[src/rtl/data_mem_ctrl.sv]
// Load/store responder: one request at a time, drives a word-wide synchronous
// SRAM, builds byte enables and lane-replicated store data, and sign/zero
// extends load data. Misaligned or illegal-width requests answer with an error
// and never touch the SRAM.
module data_mem_ctrl #(
  parameter int ADDR_W       = 12,
  parameter int READ_LATENCY = 1
) (
  input  logic              clk,
  input  logic              reset,
  input  logic              req_valid,
  output logic              req_ready,
  input  logic              req_write,
  input  logic [2:0]        req_funct3,
  input  logic [31:0]       req_addr,
  input  logic [31:0]       req_wdata,
  output logic              resp_valid,
  input  logic              resp_ready,
  output logic [31:0]       resp_rdata,
  output logic              resp_error,
  output logic              sram_en,
  output logic [3:0]        sram_we,
  output logic [ADDR_W-1:0] sram_addr,
  output logic [31:0]       sram_wdata,
  input  logic [31:0]       sram_rdata
);

  typedef enum logic [1:0] {IDLE, ACCESS, WAIT, RESP} state_t;

  state_t      state;
  logic        write_q;
  logic [2:0]  funct3_q;
  logic [1:0]  off_q;
  logic [2:0]  lat_cnt;

  logic        req_err;
  logic [3:0]  req_be;
  logic [31:0] req_wrep;
  logic [7:0]  ld_byte;
  logic [15:0] ld_half;
  logic [31:0] load_data;
  logic        unused_addr_hi;

  assign req_ready      = (state == IDLE);
  assign unused_addr_hi = ^req_addr[31:ADDR_W+2];

  // Legality check of the incoming request: width code and alignment.
  always_comb begin
    req_err = 1'b0;
    if (req_write)
      req_err = (req_funct3 > 3'd2);
    else
      req_err = (req_funct3 == 3'd3) || (req_funct3 >= 3'd6);
    if (req_funct3[1:0] == 2'd1 && req_addr[0])
      req_err = 1'b1;
    if (req_funct3[1:0] == 2'd2 && req_addr[1:0] != 2'd0)
      req_err = 1'b1;
  end

  // Store byte enables and lane-replicated write data for the incoming request.
  always_comb begin
    req_be   = 4'b1111;
    req_wrep = req_wdata;
    case (req_funct3[1:0])
      2'd0: begin
        req_be   = 4'b0001 << req_addr[1:0];
        req_wrep = {4{req_wdata[7:0]}};
      end
      2'd1: begin
        req_be   = 4'b0011 << req_addr[1:0];
        req_wrep = {2{req_wdata[15:0]}};
      end
      default: begin
        req_be   = 4'b1111;
        req_wrep = req_wdata;
      end
    endcase
  end

  // Lane selection and extension of the returning SRAM word.
  always_comb begin
    ld_byte   = sram_rdata[{off_q, 3'b000} +: 8];
    ld_half   = sram_rdata[{off_q[1], 4'b0000} +: 16];
    load_data = sram_rdata;
    case (funct3_q[1:0])
      2'd0:    load_data = funct3_q[2] ? {24'h0, ld_byte} : {{24{ld_byte[7]}}, ld_byte};
      2'd1:    load_data = funct3_q[2] ? {16'h0, ld_half} : {{16{ld_half[15]}}, ld_half};
      default: load_data = sram_rdata;
    endcase
  end

  // Request/response sequencing with registered SRAM and response outputs.
  always_ff @(posedge clk or posedge reset) begin
    if (reset) begin
      state      <= IDLE;
      resp_valid <= 1'b0;
      resp_error <= 1'b0;
      resp_rdata <= '0;
      sram_en    <= 1'b0;
      sram_we    <= '0;
      sram_addr  <= '0;
      sram_wdata <= '0;
      write_q    <= 1'b0;
      funct3_q   <= '0;
      off_q      <= '0;
      lat_cnt    <= '0;
    end else begin
      case (state)
        IDLE: begin
          if (req_valid) begin
            write_q   <= req_write;
            funct3_q  <= req_funct3;
            off_q     <= req_addr[1:0];
            sram_addr <= req_addr[ADDR_W+1:2];
            if (req_err) begin
              resp_valid <= 1'b1;
              resp_error <= 1'b1;
              resp_rdata <= '0;
              state      <= RESP;
            end else begin
              sram_en    <= 1'b1;
              sram_we    <= req_write ? req_be : 4'b0000;
              sram_wdata <= req_wrep;
              state      <= ACCESS;
            end
          end
        end
        ACCESS: begin
          sram_en <= 1'b0;
          sram_we <= '0;
          if (write_q) begin
            resp_valid <= 1'b1;
            resp_rdata <= '0;
            state      <= RESP;
          end else begin
            lat_cnt <= 3'(READ_LATENCY);
            state   <= WAIT;
          end
        end
        WAIT: begin
          if (lat_cnt == 3'd1) begin
            resp_rdata <= load_data;
            resp_valid <= 1'b1;
            state      <= RESP;
          end
          lat_cnt <= lat_cnt - 3'd1;
        end
        RESP: begin
          if (resp_ready) begin
            resp_valid <= 1'b0;
            resp_error <= 1'b0;
            state      <= IDLE;
          end
        end
        default: state <= IDLE;
      endcase
    end
  end

endmodule

[config.mk]
export PLATFORM = sky130hd
export DESIGN_NAME = data_mem_ctrl
export DESIGN_NICKNAME = d
export VERILOG_FILES = /design/src/rtl/data_mem_ctrl.sv
export SDC_FILE = /design/constraint.sdc
export NUM_CORES = 1
export LEC_CHECK = 0
export BUFFER_PORTS_ARGS = -buffer_cell sky130_fd_sc_hd__buf_2
export CORE_MARGIN = 2
export CORE_UTILIZATION = 46
export CTS_BUF_LIST = sky130_fd_sc_hd__clkbuf_4
export DETAILED_ROUTE_END_ITERATION = 6
export GPL_TIMING_DRIVEN = 1
export PLACE_DENSITY = 0.89
export RECOVER_POWER = 100
export SYNTH_ARGS = -nofsm -noshare
export SYNTH_HDL_FRONTEND = slang
export SYNTH_SLANG_ARGS = --single-unit
export TNS_END_PERCENT = 50
[constraint.sdc]
create_clock -name clk -period 2.9 [get_ports clk]
set_clock_uncertainty 0.15 [all_clocks]
set_input_delay 0.145 -clock clk [delete_from_list [all_inputs] [get_ports clk]]
set_output_delay 0.145 -clock clk [all_outputs]
set_load 0.02 [all_outputs]
==> out/metrics.cfg <==
[global_route]
pin_count_of_the_biggest_net_entering_global_routing=95
grt-ovfl-total=0
gr-usage-all-layers=0.270
number_of_global_route_vias_before_repair=4742
antenna_found_initial=0
first_pass_grt_wire_length_mm=23.9

[floorplan]
core_area_um2=10200
row_count=37
die_area_um2=11200
die_h_um=106
io_pins=188
floorplan.initialDensity=0.467
floorplan.die.width_um=106

[status]
status=finished, final reports clean

[job]
max_cap_violations=0

[clocking]
clock_insertion_delay_worst_skew_ps=440
number_of_sinks_handled_by_clock_tree_synthesis=94
cts_max_path_buffers=2
cts.root.buffer_cell=sky130_fd_sc_hd__clkbuf_4
cts-buffers-inserted=9
post_cts_buffers=0
h-tree-depth=3
clk_transition_reported_paths_ps=140
cts_hold_buf=77
clock_tree_from_tritoncts=done
cts_resized=0

[routing]
detail_route.wirelength_mm=14.9
vias_per_cell=5.71
detailedRoute.firstIterationViolations=309
average_wire_length_per_cell_after_detail_routing_um=18.2
drc=0
routed_antenna_nets=0
dr.pass1.iters=5
detailroute.via_count=4681

[logic_synthesis]
post_synthesis_cell_count=446
netlist-cell-type-count=49
seq_area_frac_synth=0.492
syn-cell-area_um2=4780
synth_fp_nets=556
async_flop_share=1.00
synth-edff-count=0
postSynthRegisterBits=94
postSynth.topFlopCell=sky130_fd_sc_hd__dfrtp_1
postSynthAreaPerCell_um2=10.7
ys_warn_count=0

[critical_path]
crit_chain=inv_1, ha_1, nand2_1, clkbuf_1, mux2_2
critPathMaxFanout=19
cp_top_family=buffers and inverters
cp.required_ps=3090
worstSetupStartpointType=flop
reg2reg_depth=5
worstReg2RegStart=state[0]$_DFFE_PP0P_
worst_setup_path_startpoint=state[0]$_DFFE_PP0P_
timing.setup.critical_path_class=flop to flop
reg2reg_setup_slack_ps=490
crit_path_max_incr_delay_ps=760
crit_cells=5
regToRegEndpoint=sram_addr[2]$_DFFE_PP0P_
critical_path_arrival_ps=2600
worst_path_max_delay_cell=sky130_fd_sc_hd__clkbuf_1
crit_end=sram_addr[2]$_DFFE_PP0P_
critical_path_buf_inv_count=2
cp-end-kind=flop

[final_layout]
design.final.nets=789
layout-area-overhead-vs-synth_pct=36.5
finalCoreUtilization=0.638
post_route_cells_drive_above_1_share=0.212
antenna_cells=0

[hold_path]
hold_class=primary input to flop
min_path_cells=4

[sta]
final.period_utilization=0.832
fin_tns_setup_ps=0
final-setup-viol-count=0
period_needed_ps=2410
unrepaired_setup_endpoints_after_global_routing=no
max_freq_ghz=0.415
finalMaxSlewViolations=0
timing.final.hold_violations=0
max-slew-margin-rel=0.157
tightestPinTransition_ps=1260

[placed_design]
post-dp-hpwl_mm=9.22
port_buffers=169
gp_congestion=0.885

[pwr]
irDropWorstVdd_mv=0.522
p_per_area_nw_per_um2=905
total_leakage_power_uw=0.00302

==> Yosys cell counts, drive strengths merged (3+ instances only) <==
cell     number  area share
buf          17       0.020
a32o          7       0.015
clkbuf       15       0.012
o22ai         6      0.0079
nor2b         5      0.0065
nand2        40       0.031
dfrtp        94        0.49
mux2i        34       0.071
or3b          3      0.0060
nand2b        4      0.0052
ha            6       0.016
a21oi        18       0.019
o221ai        4      0.0073
nor2         30       0.024
a32oi         7       0.013
o21ai        37       0.040
a221oi        7       0.016
a21boi        3      0.0047
o2bb2ai      22       0.040
mux2         39       0.092
inv          23       0.018
==> through the flow <==
step / std cells / total power [µW] / hold slack [ps] / setup slack, ps / instance area, µm²
after floorplan: 446 / 4180 / 146 / 156 / 4780
after global placement: 727 / 4900 / 139 / 668 / 5730
after detailed placement: 727 / 5040 / 151 / 546 / 5730
after CTS: 820 / 5970 / 5.23 / 508 / 6660
after global routing: 820 / 6290 / 15.4 / 322 / 6530
final: 820 / 5910 / 42.1 / 488 / 6530
==> tightest hold or removal path, cell delays in order <==
cell	delay, ps
sky130_fd_sc_hd__buf_2	110
sky130_fd_sc_hd__inv_1	50
sky130_fd_sc_hd__a32oi_1	50
sky130_fd_sc_hd__a32o_1	260
==> state kept, by name (all words and copies together) (netlist names), 2 cells and up <==
register,count
off_q,2
resp_rdata,32
state,2
sram_addr,12
lat_cnt,3
sram_we,4
funct3_q,3
sram_wdata,32
==> layout by cell type (no fill, tap or decap), types with 2 or more instances in the layout <==
master and n:
sky130_fd_sc_hd__dlygate4sd3_1 77, sky130_fd_sc_hd__mux2i_1 34, sky130_fd_sc_hd__or3b_1 3, sky130_fd_sc_hd__a21o_1 2
sky130_fd_sc_hd__buf_4 6, sky130_fd_sc_hd__a32o_1 7, sky130_fd_sc_hd__nand2_1 40, sky130_fd_sc_hd__o2bb2ai_1 22
sky130_fd_sc_hd__mux2_1 7, sky130_fd_sc_hd__buf_2 84, sky130_fd_sc_hd__bufinv_16 2, sky130_fd_sc_hd__clkbuf_1 86
sky130_fd_sc_hd__o221ai_1 4, sky130_fd_sc_hd__nor2_1 30, sky130_fd_sc_hd__a21boi_0 3, sky130_fd_sc_hd__a32oi_1 7
sky130_fd_sc_hd__and3_1 2, sky130_fd_sc_hd__o21bai_1 2, sky130_fd_sc_hd__nor2b_1 5, sky130_fd_sc_hd__a221oi_1 6
sky130_fd_sc_hd__ha_1 6, sky130_fd_sc_hd__nand2b_1 4, sky130_fd_sc_hd__inv_1 22, sky130_fd_sc_hd__a21oi_1 18
sky130_fd_sc_hd__a41o_1 2, sky130_fd_sc_hd__o22ai_1 6, sky130_fd_sc_hd__clkinv_1 2, sky130_fd_sc_hd__o21ai_0 36
sky130_fd_sc_hd__mux2_2 32, sky130_fd_sc_hd__clkbuf_4 12, sky130_fd_sc_hd__dfrtp_1 94
==> final cells by class <==
cell class	instances	area, µm²
fill	838	3700
sequential	94	2350
multi-input combinational	296	2180
timing repair buffer	254	1570
tap	136	170
inverter	24	91.3
clock buffer	11	82.6
clock inverter	5	82.6
==> cells by family (layout without fill, tap and decap cells) <==
logic type,count (synthesis),count (layout),synth area share
flip-flops,94,94,0.492
buffers and inverters,56,294,0.0508
AND/OR/NAND/NOR,91,91,0.0871
adder cells (fa/ha/maj),6,6,0.0157
multiplexers,73,73,0.163
AO/OA/AOI/OAI,126,126,0.192
==> per-layer routing <==
layer,GRT usage,routed length [µm],share of wire
met4,0.106,428,0.029
met3,0.0625,1290,0.086
met2,0.471,7560,0.51
met1,0.323,5650,0.38
met5,0,0,0
==> power breakdown <==
part | switching, µW | total, µW | leakage [µW] | internal [µW]
Sequential | 384 | 2170 | 0.00120 | 1780
Clock | 453 | 826 | 0.0000866 | 373
Combinational | 1820 | 2910 | 0.00173 | 1100
Total | 2660 | 5910 | 0.00302 | 3250
==> how the worst min path moves through the flow <==
stage / start / endpoint / slack, ps
after floorplan: req_wdata[0] / sram_wdata[0]$_DFFE_PP0P_ / 150
after global placement: reset / sram_wdata[4]$_DFFE_PP0P_ / 140
after detailed placement: reset / sram_wdata[20]$_DFFE_PP0P_ / 150
after CTS: sram_rdata[12] / resp_rdata[12]$_DFFE_PP0P_ / 5
after global routing: sram_rdata[12] / resp_rdata[12]$_DFFE_PP0P_ / 20
final: sram_rdata[12] / resp_rdata[12]$_DFFE_PP0P_ / 40
Power figures use the tool's default switching activity.
